<file path="config.mk">
export PLATFORM = sky130hd
export DESIGN_NAME = bcd_timer_ctrl
export DESIGN_NICKNAME = d
export VERILOG_FILES = /design/src/rtl/bcd_timer_ctrl.sv
export SDC_FILE = /design/constraint.sdc
export NUM_CORES = 1
export LEC_CHECK = 0
export BUFFER_PORTS_ARGS = -buffer_cell sky130_fd_sc_hd__buf_2
export CORE_MARGIN = 8
export CORE_UTILIZATION = 30
export DETAILED_ROUTE_END_ITERATION = 12
export GPL_TIMING_DRIVEN = 0
export PLACE_DENSITY_LB_ADDON = 0.08
export SLEW_MARGIN = 20
export SYNTH_ARGS = -nofsm -noshare
export SYNTH_HDL_FRONTEND = slang
export SYNTH_SLANG_ARGS = --single-unit
</file>
<file path="constraint.sdc">
create_clock -name clk -period 4.6 [get_ports clk]
set_input_delay 0.46 -clock clk [delete_from_list [all_inputs] [get_ports clk]]
set_output_delay 0.46 -clock clk [all_outputs]
set_load 0.02 [all_outputs]
</file>
<file path="src/rtl/bcd_timer_ctrl.sv">
// DIGITS-wide BCD timer: count-down/count-up, pause/resume, terminal DONE state with a
// flashing LED alarm, and an active-low 7-segment decode of the count register.
module bcd_timer_ctrl #(
    parameter int DIGITS    = 4,
    parameter int TICK_DIV  = 50000000,
    parameter int FLASH_DIV = 12500000,
    parameter int LED_W     = 10
) (
    input  logic                  clk,
    input  logic                  reset_n,
    input  logic                  start_stop,
    input  logic                  set,
    input  logic                  clear,
    input  logic                  count_up,
    input  logic [4*DIGITS-1:0]   sw_bcd,
    output logic [4*DIGITS-1:0]   bcd,
    output logic [7*DIGITS-1:0]   hex,
    output logic                  running,
    output logic                  expired,
    output logic [LED_W-1:0]      ledr
);

    localparam int BW = 4 * DIGITS;
    localparam int PW = $clog2(TICK_DIV);
    localparam int FW = $clog2(FLASH_DIV);
    localparam logic [PW-1:0] PRESC_MAX = PW'(TICK_DIV - 1);
    localparam logic [FW-1:0] FLASH_MAX = FW'(FLASH_DIV - 1);

    typedef enum logic [1:0] {ST_IDLE, ST_RUN, ST_PAUSE, ST_DONE} state_e;

    function automatic logic [BW-1:0] clamp_bcd(input logic [BW-1:0] v);
        clamp_bcd = v;
        for (int i = 0; i < DIGITS; i++)
            if (v[4*i +: 4] > 4'd9) clamp_bcd[4*i +: 4] = 4'd9;
    endfunction

    // One BCD step; the ripple stops at the first digit that does not wrap.
    function automatic logic [BW-1:0] step_bcd(input logic [BW-1:0] v, input logic up);
        logic       carry;
        logic [3:0] d;
        step_bcd = v;
        carry    = 1'b1;
        for (int i = 0; i < DIGITS; i++) begin
            d = v[4*i +: 4];
            if (carry) begin
                if (up) begin
                    if (d == 4'd9) step_bcd[4*i +: 4] = 4'd0;
                    else begin step_bcd[4*i +: 4] = d + 4'd1; carry = 1'b0; end
                end else begin
                    if (d == 4'd0) step_bcd[4*i +: 4] = 4'd9;
                    else begin step_bcd[4*i +: 4] = d - 4'd1; carry = 1'b0; end
                end
            end
        end
    endfunction

    function automatic logic [6:0] seg7(input logic [3:0] d);
        case (d)
            4'd0:    seg7 = 7'h40;
            4'd1:    seg7 = 7'h79;
            4'd2:    seg7 = 7'h24;
            4'd3:    seg7 = 7'h30;
            4'd4:    seg7 = 7'h19;
            4'd5:    seg7 = 7'h12;
            4'd6:    seg7 = 7'h02;
            4'd7:    seg7 = 7'h78;
            4'd8:    seg7 = 7'h00;
            4'd9:    seg7 = 7'h10;
            default: seg7 = 7'h7F;
        endcase
    endfunction

    state_e          state_q, state_d;
    logic [BW-1:0]   bcd_q, bcd_d;
    logic [BW-1:0]   load_q, load_d;
    logic            up_q, up_d;
    logic [PW-1:0]   presc_q, presc_d;
    logic [FW-1:0]   flash_cnt_q, flash_cnt_d;
    logic            flash_q, flash_d;

    logic [BW-1:0]   sw_clamped, bcd_next, start_val, target;
    logic            tick;

    // load_q holds the clamped load; its role (start or target) follows the mode.
    assign sw_clamped = clamp_bcd(sw_bcd);
    assign bcd_next   = step_bcd(bcd_q, up_q);
    assign start_val  = up_q ? '0 : load_q;
    assign target     = up_q ? load_q : '0;
    assign tick       = (state_q == ST_RUN) && (presc_q == PRESC_MAX);

    // NOTE: every _d is defaulted to its _q first, so no path through the
    // case below can leave a signal unassigned and infer a latch.
    always_comb begin
        state_d     = state_q;
        bcd_d       = bcd_q;
        load_d      = load_q;
        up_d        = up_q;
        presc_d     = presc_q;
        flash_cnt_d = flash_cnt_q;
        flash_d     = flash_q;

        if (clear) begin
            bcd_d   = start_val;
            presc_d = '0;
            state_d = ST_IDLE;
        end else if (set) begin
            load_d  = sw_clamped;
            up_d    = count_up;
            bcd_d   = count_up ? '0 : sw_clamped;
            presc_d = '0;
            state_d = ST_IDLE;
        end else begin
            case (state_q)
                ST_IDLE: if (start_stop && (bcd_q != target)) state_d = ST_RUN;
                ST_RUN: begin
                    presc_d = tick ? '0 : presc_q + PW'(1);
                    if (tick) bcd_d = bcd_next;
                    if (tick && (bcd_next == target)) begin
                        state_d     = ST_DONE;
                        flash_cnt_d = '0;
                        flash_d     = 1'b1;
                    end else if (start_stop) begin
                        state_d = ST_PAUSE;
                    end
                end
                ST_PAUSE: if (start_stop) state_d = ST_RUN;
                ST_DONE: begin
                    if (flash_cnt_q == FLASH_MAX) begin
                        flash_cnt_d = '0;
                        flash_d     = ~flash_q;
                    end else begin
                        flash_cnt_d = flash_cnt_q + FW'(1);
                    end
                end
                default: state_d = ST_IDLE;
            endcase
        end
    end

    // NOTE: state registers use non-blocking assignments so every flop samples
    // the pre-edge values regardless of statement order.
    always_ff @(posedge clk or negedge reset_n) begin
        if (!reset_n) begin
            state_q     <= ST_IDLE;
            bcd_q       <= '0;
            load_q      <= '0;
            up_q        <= 1'b0;
            presc_q     <= '0;
            flash_cnt_q <= '0;
            flash_q     <= 1'b0;
        end else begin
            state_q     <= state_d;
            bcd_q       <= bcd_d;
            load_q      <= load_d;
            up_q        <= up_d;
            presc_q     <= presc_d;
            flash_cnt_q <= flash_cnt_d;
            flash_q     <= flash_d;
        end
    end

    always_comb begin
        bcd     = bcd_q;
        running = (state_q == ST_RUN);
        expired = (state_q == ST_DONE);
        case (state_q)
            ST_RUN:  ledr = LED_W'(1);
            ST_DONE: ledr = {LED_W{flash_q}};
            default: ledr = '0;
        endcase
        hex = '0;
        for (int i = 0; i < DIGITS; i++) hex[7*i +: 7] = seg7(bcd_q[4*i +: 4]);
    end

endmodule

</file>
* After elaboration in Yosys (flattened, before gate mapping)
Memory sizes are Yosys's and may differ from the RTL's.
Index checks and enable logic that the tools add are counted.
Widths: inputs -> output; s select.
** Word-level totals
- Output and inout bits :: 56
- Input port bits :: 22
- Memory bits (writable) :: 0
- ROM bits :: 448
- Logic and storage cells :: 116
- Bits in latches :: 0
- Memories kept :: 4
- Register bits :: 86
** Operators by class
- Multiplexer cells :: 55
- Shift-type cells :: 0
- Eq/ne operators :: 16
- Bitwise gates (word level) :: 3
- Div/mod/pow operators :: 0
- Magnitude comparators :: 4
- Add/sub/neg operators :: 10
- Reduce and logical (&&, ||, !) cells :: 17
- Multiply operators :: 0
** Memories
- (name not given) :: words 16, width 7, read ports 1, clocked after Yosys merged registers in 0, wr ports 0, line 58 : case (d)
- (name not given) :: words 16, width 7, read ports 1, clocked after Yosys merged registers in 0, wr ports 0, line 58
- (name not given) :: words 16, width 7, read ports 1, clocked after Yosys merged registers in 0, wr ports 0, line 58
- (name not given) :: words 16, width 7, read ports 1, clocked after Yosys merged registers in 0, wr ports 0, line 58
** Operators with widths (number)
- $mux 16 :: 7
- $mux 26 :: 4
- $mux 4 :: 19
- $mux 24 :: 2
- $pmux 24 s2 :: 1
- $add 26x1->26 const B :: 1
- $eq 26x26->1 const B :: 1
- $add 24x1->24 const B :: 1
- $eq 24x24->1 const B :: 1
- $pmux 10 s2 :: 1
- $add 4x1->4 const B :: 4
- $eq 16x16->1 :: 1
- $eq 4x4->1 const B :: 4
- $gt 4x4->1 const B :: 4
- $logic_not 4->1 :: 4
- $ne 16x16->1 :: 1
- $sub 4x1->4 const B :: 4
- $mux 1 :: 13
- $mux 2 :: 6
- $ne 4x4->1 const B :: 2
- $reduce_and 4->1 :: 2
- $pmux 2 s3 :: 1
- $reduce_bool 3->1 :: 2
- $ne 5x4->1 const B :: 1
- other kinds (11) :: 18

* Logic depth before layout (Yosys ltp)
Gate-level depths: netlist of the first run.
- Word-level depth :: 12
- Gate-level depth with buffers :: 14
- Gate-level depth less buffers :: 12

* Worst setup path before layout of the first run
No wires, ideal clock.
- Kind :: register to register
- Start point :: register bcd_q[0], in the netlist bcd[0]
- End point :: register flash_cnt_q[4]
- Stages on the path, launching flop included :: 14
- Slack :: 0.846 ns
- Data required time :: 4.478 ns
- Clock period less this slack :: 3.754 ns
- Arrival :: 3.632 ns
- Path through :: dfrtp_1 > clkbuf_1 > inv_1 > ha_1 > or4b_4 > a221oi_2 > buf_4 > nor2_1 > a2111o_1 > a2111oi_2 > nand4_1 > o21a_1 > or4_1 > a32o_1
** Between the ends
- Word-level cells in the longest chain between the ends :: 10
- Elaborated cells between the ends (all ways) :: 19
** RTL lines
- start: declaration :: line 74 : logic [BW-1:0] bcd_q, bcd_d;
- start signal: assignment :: line 145 : bcd_q <= '0;
- start signal: assignment :: line 153 : bcd_q <= bcd_d;
- $eq 4x4->1 / $logic_not 4->1 (equally long branches) :: line 47, 50
- $mux 1, on equally long branches :: line 47, 50
- $mux 1 :: line 46 : if (up) begin
- $mux 1 (2 in a row) :: line 45 : if (carry) begin
- $mux 4 :: line 45
- $eq 16x16->1 * :: line 118 : if (tick && (bcd_next == target)) begin
- $logic_and 1x1->1 * :: line 118
- $ne 2x1->1 (no line) *
- $reduce_and 4->1 (no line) *
- end signal: assignment :: line 157 : flash_cnt_q <= flash_cnt_d;
- end: declaration :: line 78 : logic [FW-1:0] flash_cnt_q, flash_cnt_d;
Mark *: on every way between the ends. The rest lies on a longest branch, timed or not.
A chain may end at the register's enable or synchronous reset.

* Final worst setup path of the first run
- Start point :: register bcd_q[4], in the netlist bcd[4]
- End point :: register flash_cnt_q[4]
The elaborated chain is that of the path after synthesis.

==> summary.txt, run 1 <==
Status
  – Outcome: completed

Drt
  – Via count: around 6700
  – DR DRC count: 0
  – Vias per cell: 5.44
  – WL final: 23800 um
  – First DRT Iteration DRCs: 537
  – Post-route ant nets: 0
  – Wire per inst: approximately 19 um
  – Drt pass-1 iters: 4

Worst setup path
  – CP Cell Sequence: inv_1, ha_1, or3b_2, a221oi_4, buf_4, nor2_1, a2111o_1, a2111oi_2, nand4_1, o21a_1, or4_1, a32o_1
  – Critical path buffers and inverters: 2
  – CP endpoint kind: register
  – Max stage delay on crit path: roughly 530 ps
  – FF-to-FF setup slack: 200 ps
  – Slowest CP cell: dfrtp_1
  – Setup Crit Path Kind: register to register
  – Critical path depth: 12
  – Crit. Startpoint: bcd[4]
  – Reg-to-Reg End: flash_cnt_q[4]
  – FF-to-FF path depth: 12
  – CP Data Required Time: a little under 5000 ps
  – CP top delay family: compound AO/OA/AOI/OAI gates
  – CP Max Fanout: 10
  – End of the critical path: flash_cnt_q[4]
  – Critical Path AT: 4650 ps
  – Startpoint Class: register
  – Reg-to-Reg Start: bcd[4]

Yosys
  – Area share of fa/ha/maj cells after synthesis: 4.11%
  – Compound-cell area share of the yosys netlist: between 20% and 30%
  – Avg Inst Size Synth: 7.86 sq um
  – Post-synth top area share: about a third
  – Ys Warns: 0
  – Async set-reset flop share out of synthesis: 100%
  – Mapped Area: 6690 sq um
  – Synth top area cells: dfrtp_1 (32%), nor2_1 (5.3%), a21oi_1 (5.1%)
  – Area leader, netlist: dfrtp_1
  – Syn Nets: between 800 and 900
  – Largest family of logic cells by synthesized area: simple AND/OR/NAND/NOR gates
  – Synth Area in Simple Gates: 25.0%
  – Distinct cells, synth: 76
  – Syn Inst Count: 851
  – Post-synthesis sequential area ratio: between 30% and 40%
  – Multiplexer area fraction after synthesis: 3.22%
  – Synth Area in XOR/XNOR: 5.24%
  – Ys flop type: dfrtp_1
  – Post-synth EDFFs: 0
  – #FFs+latches synth: 86

Clocking
  – H-tree levels: 3
  – CTS Buffer Depth: 2
  – CTS tree: done
  – Clock slew at reported path FFs: around 70 ps
  – Total CTS buffers: 9
  – Later-pin clock latency in the skew report: about 360 ps
  – Root Buffer: clkbuf_16
  – Clk sinks: 86

Layout
  – Fin area: 7830 sq um
  – Cell Count, Final, Fillers Out: 1230
  – Layout cells sized above 1: 15.3%
  – Core Util, Final: between 30% and 40%
  – Ant. Diodes: 0
  – Layout Nets: approximately 990
  – Area grow syn2layout: 17.0%

Global route
  – GRT Util Overall: 17.5%
  – Overflow after GRT: 0
  – Initial antenna violation count: 0
  – Pin count of the biggest net entering global routing: 72
  – Vias in the first global route: between 6000 and 7000
  – First-pass GRT wire length: ~37000 um

Placed design
  – Placed Area: 7470 sq um
  – Routability cong.: slightly above 0.8
  – Port Buf Inserts: 77
  – Post-placement cell count: roughly 1200
  – DP Wirelength: roughly 18000 um

Floorplan
  – Starting Density: just over 30%
  – Core area: 21900 sq um
  – Die Ht: 165 um
  – Area of the die: 27300 sq um
  – Row count: 54
  – Die X: 165 um
  – IO Count: 78

Timing
  – Final setup violation count: 0
  – Pins over their slew limit: 0
  – Final Skew: between 10 and 15 ps
  – Slew @ Worst Pin: 915 ps
  – Final hold vios: 0
  – Setup TNS: 0 ps
  – Fmax: ~230 MHz
  – RSZ-0062 raised after global routing: no
  – Min cycle time layout: 4400 ps
  – Slew margin rel.: about two fifths
  – Fin crit share: 95.7%

Pwr
  – Total power: 2.47 mW
  – Static Leak: about 3.3 nW
  – Power Density: 316 nW/um^2
  – Worst vdd ir: 0.182 mV

Min path
  – Hold crit path type: primary input to register

Job
  – Max-Cap Viols: 0
-- power breakdown --
part | internal (mW) | leakage (nW) | switching [mW]
Combinational | 0.299 | 1.99 | 0.550
Sequential | 0.797 | 1.15 | 0.0579
Clock | 0.424 | 0.150 | 0.344
-- worst reg2reg max path, stage by stage, from the launching register on --
cell,delay [ps]
dfrtp_1,530
inv_1,290
ha_1,360
or3b_2,530
a221oi_4,380
buf_4,250
nor2_1,70
a2111o_1,390
a2111oi_2,250
nand4_1,240
o21a_1,290
or4_1,510
a32o_1,220
-- how the worst min path moves through the flow --
stage / from / to / slack (ps) / cells past startpoint
floorplan: reset_n / bcd[0] / 160 / 0
global placement: flash_cnt_q[19] / flash_cnt_q[19] / 470 / 1
detailed placement: reset_n / presc_q[20] / 310 / 1
CTS: sw_bcd[10] / load_q[10] / 360 / 3
global route: sw_bcd[9] / load_q[9] / 380 / 3
finish: sw_bcd[10] / load_q[10] / 360 / 3
-- logic make-up (layout without fill, tap and decap cells) --
| kind of cell | after synthesis | after routing |
|---|---|---|
| AND/OR/NAND/NOR | 336 | 336 |
| adder cells (fa/ha/maj) | 22 | 22 |
| buffers and inverters | 92 | 191 |
| XOR/XNOR | 40 | 40 |
| flip-flops | 86 | 86 |
| multiplexers | 20 | 20 |
| AO/OA/AOI/OAI | 255 | 255 |
-- placed cells by master, fill, tap and decap left out, drive strengths merged, types with 4 or more instances in the layout --
master / n
inv: 24
clkbuf: 51
or3: 13
and3: 17
nand2: 80
nand3: 37
xor2: 20
a31oi: 43
nor2: 94
nor2b: 11
nand2b: 13
nor4: 4
o21ai: 62
nand4: 10
or4: 4
and3b: 5
xnor2: 20
a221oi: 10
clkinv: 9
nor4b: 5
or2: 5
nor3: 20
ha: 22
a32oi: 10
dfrtp: 86
buf: 105
o31ai: 6
mux2i: 8
mux2: 12
o211ai: 4
a21oi: 68
-- state kept, by name, indices dropped and copies added, names as in the netlist --
register	flops
presc_q	26
bcd	16
flash_cnt_q	24
flash_q	1
load_q	16
state_q	2
up_q	1
-- per-stage QoR --
step                worst slack [ps]  hold WS [ps]
floorplan                        846           164
global placement                -179           468
detailed placement              -165           306
CTS                             41.4           364
global route                    3.18           382
finish                           196           364
-- area by class of cell --
class / instances / area, sq um
Buffer: 65 / 293
Clock buffer: 9 / 225
Clock inverter: 7 / 71.3
Fill cell: 2366 / 14100
Inverter: 27 / 101
Multi-Input combinational cell: 673 / 4180
Sequential cell: 86 / 2150
Tap cell: 280 / 350
Timing Repair Buffer: 83 / 457
-- cells in the mapped netlist, types with 20 or more instances --
| cell | n |
|---|---|
| dfrtp_1 | 86 |
| xor2_1 | 20 |
| nand3_1 | 37 |
| o21ai_0 | 61 |
| inv_1 | 22 |
| a21oi_1 | 68 |
| clkbuf_1 | 40 |
| xnor2_1 | 20 |
| ha_1 | 22 |
| nand2_1 | 80 |
| a31oi_1 | 43 |
| nor2_1 | 94 |
-- per-layer routing --
layer	wire, um	part of all wire, %	up-vias	global-route usage (%)
li1	-	-	3296	-
met1	10900	46	3210	23.0
met2	11300	47	163	29.3
met3	1240	5.2	25	2.48
met4	395	1.7	0	5.44
met5	0	0	-	0
-- what timing repair did --
item / in CTS / in global routing
pin swaps: 0 / 2
setup endpoints to repair: 21 / 24
hold endpoints to repair: 15 / 0
gates resized for setup: 3 / 5
buffers inserted: 0 / 3
hold buffers: 1 / 0
Power figures use the tool's default switching activity.
==> inputs of run 2 (changes only) <==
CORE_ASPECT_RATIO = 2   (was unset)
==> run 2 against run 1 <==
Critical path depth is 1 higher; first-iteration DRC count decreased by 45%; register-to-register slack got worse by 40 ps; final cell count shrank 0.41%; power grew 4.3%; final area grew 0.40%; fmax is 0.92% lower; sequential share of layout area shrank 0.11 points; clock skew rose by 1.4 ps; routed wire length rose by 9.7%; worst setup slack lost 41 ps; critical path type unchanged; critical endpoint unchanged; largest power group is now combinational logic.
==> summary.txt, run 2 (synthesis results as in run 1) <==
Worst setup path
  – Reg-to-Reg Start: bcd[1]
  – CP Data Required Time: 4850 ps (about the same)
  – FF-to-FF path depth: 13 (+1)
  – CP endpoint kind: register
  – Startpoint Class: register
  – Reg-to-Reg End: flash_cnt_q[4]
  – Setup Crit Path Kind: register to register
  – FF-to-FF setup slack: 150 ps (-40 ps)
  – Critical Path AT: 4690 ps (+40 ps)
  – CP Max Fanout: 10 (unchanged)

Drt
  – Via count: 6886 (+2.9%)
  – WL final: 26100 um (+9.7%)
  – Drt pass-1 iters: 4 (unchanged)
  – DR DRC count: 0 (unchanged)
  – Post-route ant nets: 0 (unchanged)
  – First DRT Iteration DRCs: 293 (-45%)
  – Wire per inst: 21.3 um (+10%)
  – Vias per cell: 5.62 (+3.3%)

Timing
  – Slew margin rel.: 37.2% (-1.2 points)
  – Min cycle time layout: 4450 ps (+40.8 ps)
  – Fmax: 225 MHz (-0.92%)
  – Final Skew: 13.1 ps (+1.40 ps)
  – Final setup violation count: 0 (unchanged)
  – Final worst slack: 155 ps (-40.8 ps)
  – Slew @ Worst Pin: 934 ps (+18.4 ps)
  – Fin crit share: 96.6% (+0.89 points)
  – Pins over their slew limit: 0 (unchanged)
  – RSZ-0062 raised after global routing: no
  – Final hold vios: 0 (unchanged)

Clocking
  – H-tree levels: 3 (unchanged)
  – Total CTS buffers: 9 (unchanged)
  – CTS Buffer Depth: 2 (unchanged)
  – Root Buffer: clkbuf_16
  – Clock slew at reported path FFs: 70 ps (about the same)
  – Later-pin clock latency in the skew report: 360 ps (about the same)
  – Clk sinks: 86 (unchanged)
  – CTS tree: done

Pwr
  – Switching power: 0.951 mW (about the same)
  – Clock Power Share: 33.2% (+2.1 points)
  – Power Density: 328 nW/um^2 (+3.9%)
  – Worst vdd ir: 0.166 mV (-8.9%)
  – Internal: 1.63 mW (+7.1%)
  – Static Leak: 3.30 nW (+0.18%)
  – Total power: 2.58 mW (+4.3%)
  – Combinational Power Share: 33.6% (-0.7 points)
  – Register share of total power: 33.3% (-1.3 points)
  – Sw Share: 36.9% (-1.6 points)

Layout
  – Commonest non-fill, non-tap cell in the layout: nor2_1
  – Area of the multi-input gates: 4180 sq um (unchanged)
  – Layout Nets: 988 (-0.10%)
  – Area grow syn2layout: 17.4%
  – Max FFs per register: 26 (unchanged)
  – Ant. Diodes: 0 (unchanged)
  – Cell Count, Final, Fillers Out: 1225 (-0.41%)
  – Biggest regs: presc_q: 26 flops, flash_cnt_q: 24 flops
  – Reg area: 2150 sq um (unchanged)
  – Filler cells: 2401 (+1.5%)
  – Layout cells sized above 1: 15.4% (+0.12 points)
  – Reg with most FFs: presc_q
  – Most frequent cells in the layout: nor2_1 (94), dfrtp_1 (86), buf_2 (82)

Global route
  – Pin count of the biggest net entering global routing: 68 (-5.6%)
  – Initial antenna violation count: 0 (unchanged)
  – Overflow after GRT: 0 (unchanged)
  – First-pass GRT wire length: 39800 um (+6.2%)
  – Vias in the first global route: 6906 (+5.9%)
  – GRT Util Overall: 19.1% (+1.6 points)

Placed design
  – Port Buf Inserts: 77 (unchanged)
  – Routability cong.: 0.857 (+4.3%)
  – Dpl ws: -325 ps (-160 ps)
  – Post-placement cell count: 1206 (-0.33%)
  – DP Wirelength: 20100 um (+15%)

Min path
  – Hold Path Cell Cnt: 3 (unchanged)
  – Hold crit path type: primary input to register
  – Hold Path Sink: load_q[10]
  – Hold path startpoint: sw_bcd[10]

Status
  – Outcome: completed

Floorplan
  – Core area: 22000 sq um (+0.34%)
  – Die X: 122 um (-26%)
  – IO Count: 78 (unchanged)
  – Starting Density: 30.5% (-0.10 points)
  – Row count: 77 (+43%)
  – Area of the die: 27600 sq um (+1.1%)
  – Die Ht: 227 um (+37%)

Job
  – Max-Cap Viols: 0 (unchanged)
-- run 2: area by class of cell --
cell class              count  area share [%]
repair buffers             82            5.72
inverters                  27            1.29
plain buffers              65            3.74
clock buffers              10            2.91
clock inverters             6            1.40
multi-input cells         673            53.2
flip-flops and latches     86            27.4
well taps                 276            4.39
-- run 2: worst max-delay path by stage --
stage | from | endpoint | slack [ps] | cells after the start
3_5_place_dp | bcd[0] | flash_cnt_q[16] | -330 | 14
6_report | bcd[1] | flash_cnt_q[4] | 150 | 13
3_3_place_gp | bcd[0] | flash_cnt_q[13] | -380 | 14
2_1_floorplan | bcd[0] | flash_cnt_q[4] | 850 | 13
4_1_cts | bcd[0] | flash_cnt_q[19] | 40 | 14
5_1_grt | bcd[1] | flash_cnt_q[4] | 9 | 13
-- run 2: metrics by stage --
stage | area, sq um | util (%) | TNS, ps | hold WS (ps)
after global placement | 7420 | 33.8 | -7520 | 458
final | 7860 | 35.8 | 0 | 360
after CTS | 7850 | 35.7 | 0 | 342
after floorplan | 6690 | - | 0 | 164
after global routing | 7860 | 35.8 | 0 | 370
after detailed placement | 7470 | 34.0 | -6480 | 326
-- run 2: worst max-delay path, cell delays in order (launching register included) --
cell	delay, ps
dfrtp_1	430
clkbuf_1	250
inv_2	180
ha_2	280
or4b_4	540
a221oi_4	390
buf_4	250
nor2_1	60
a2111o_1	390
a2111oi_2	280
nand4_1	240
o21a_1	300
or4_1	500
a32o_1	220
-- run 2: power by group through the flow --
stage,combinational [mW],sequential [mW],clock (mW)
6_report,0.866,0.857,0.855
5_1_grt,0.940,0.864,0.911
4_1_cts,0.867,0.856,0.885
3_5_place_dp,0.858,0.871,0
3_3_place_gp,0.858,0.870,0
2_1_floorplan,0.554,0.867,0
-- run 2: routing by layer --
metal | global-route usage (%) | vias up | part of all wire [%]
met5 | 0 | - | 0
met4 | 12.1 | 0 | 5.8
li1 | - | 3288 | -
met2 | 36.7 | 190 | 55
met1 | 18.2 | 3345 | 35
met3 | 2.93 | 63 | 3.6
-- run 2: repair_timing --
| action | CTS | global route |
|---|---|---|
| gates cloned | 0 | 0 |
| endpoints found under the hold margin | 19 | 0 |
| resized for setup | 5 | 9 |
| setup buffers | 2 | 0 |
| hold buffers | 1 | 0 |
| pin swaps | 1 | 2 |
| setup endpoints to repair | 25 | 25 |
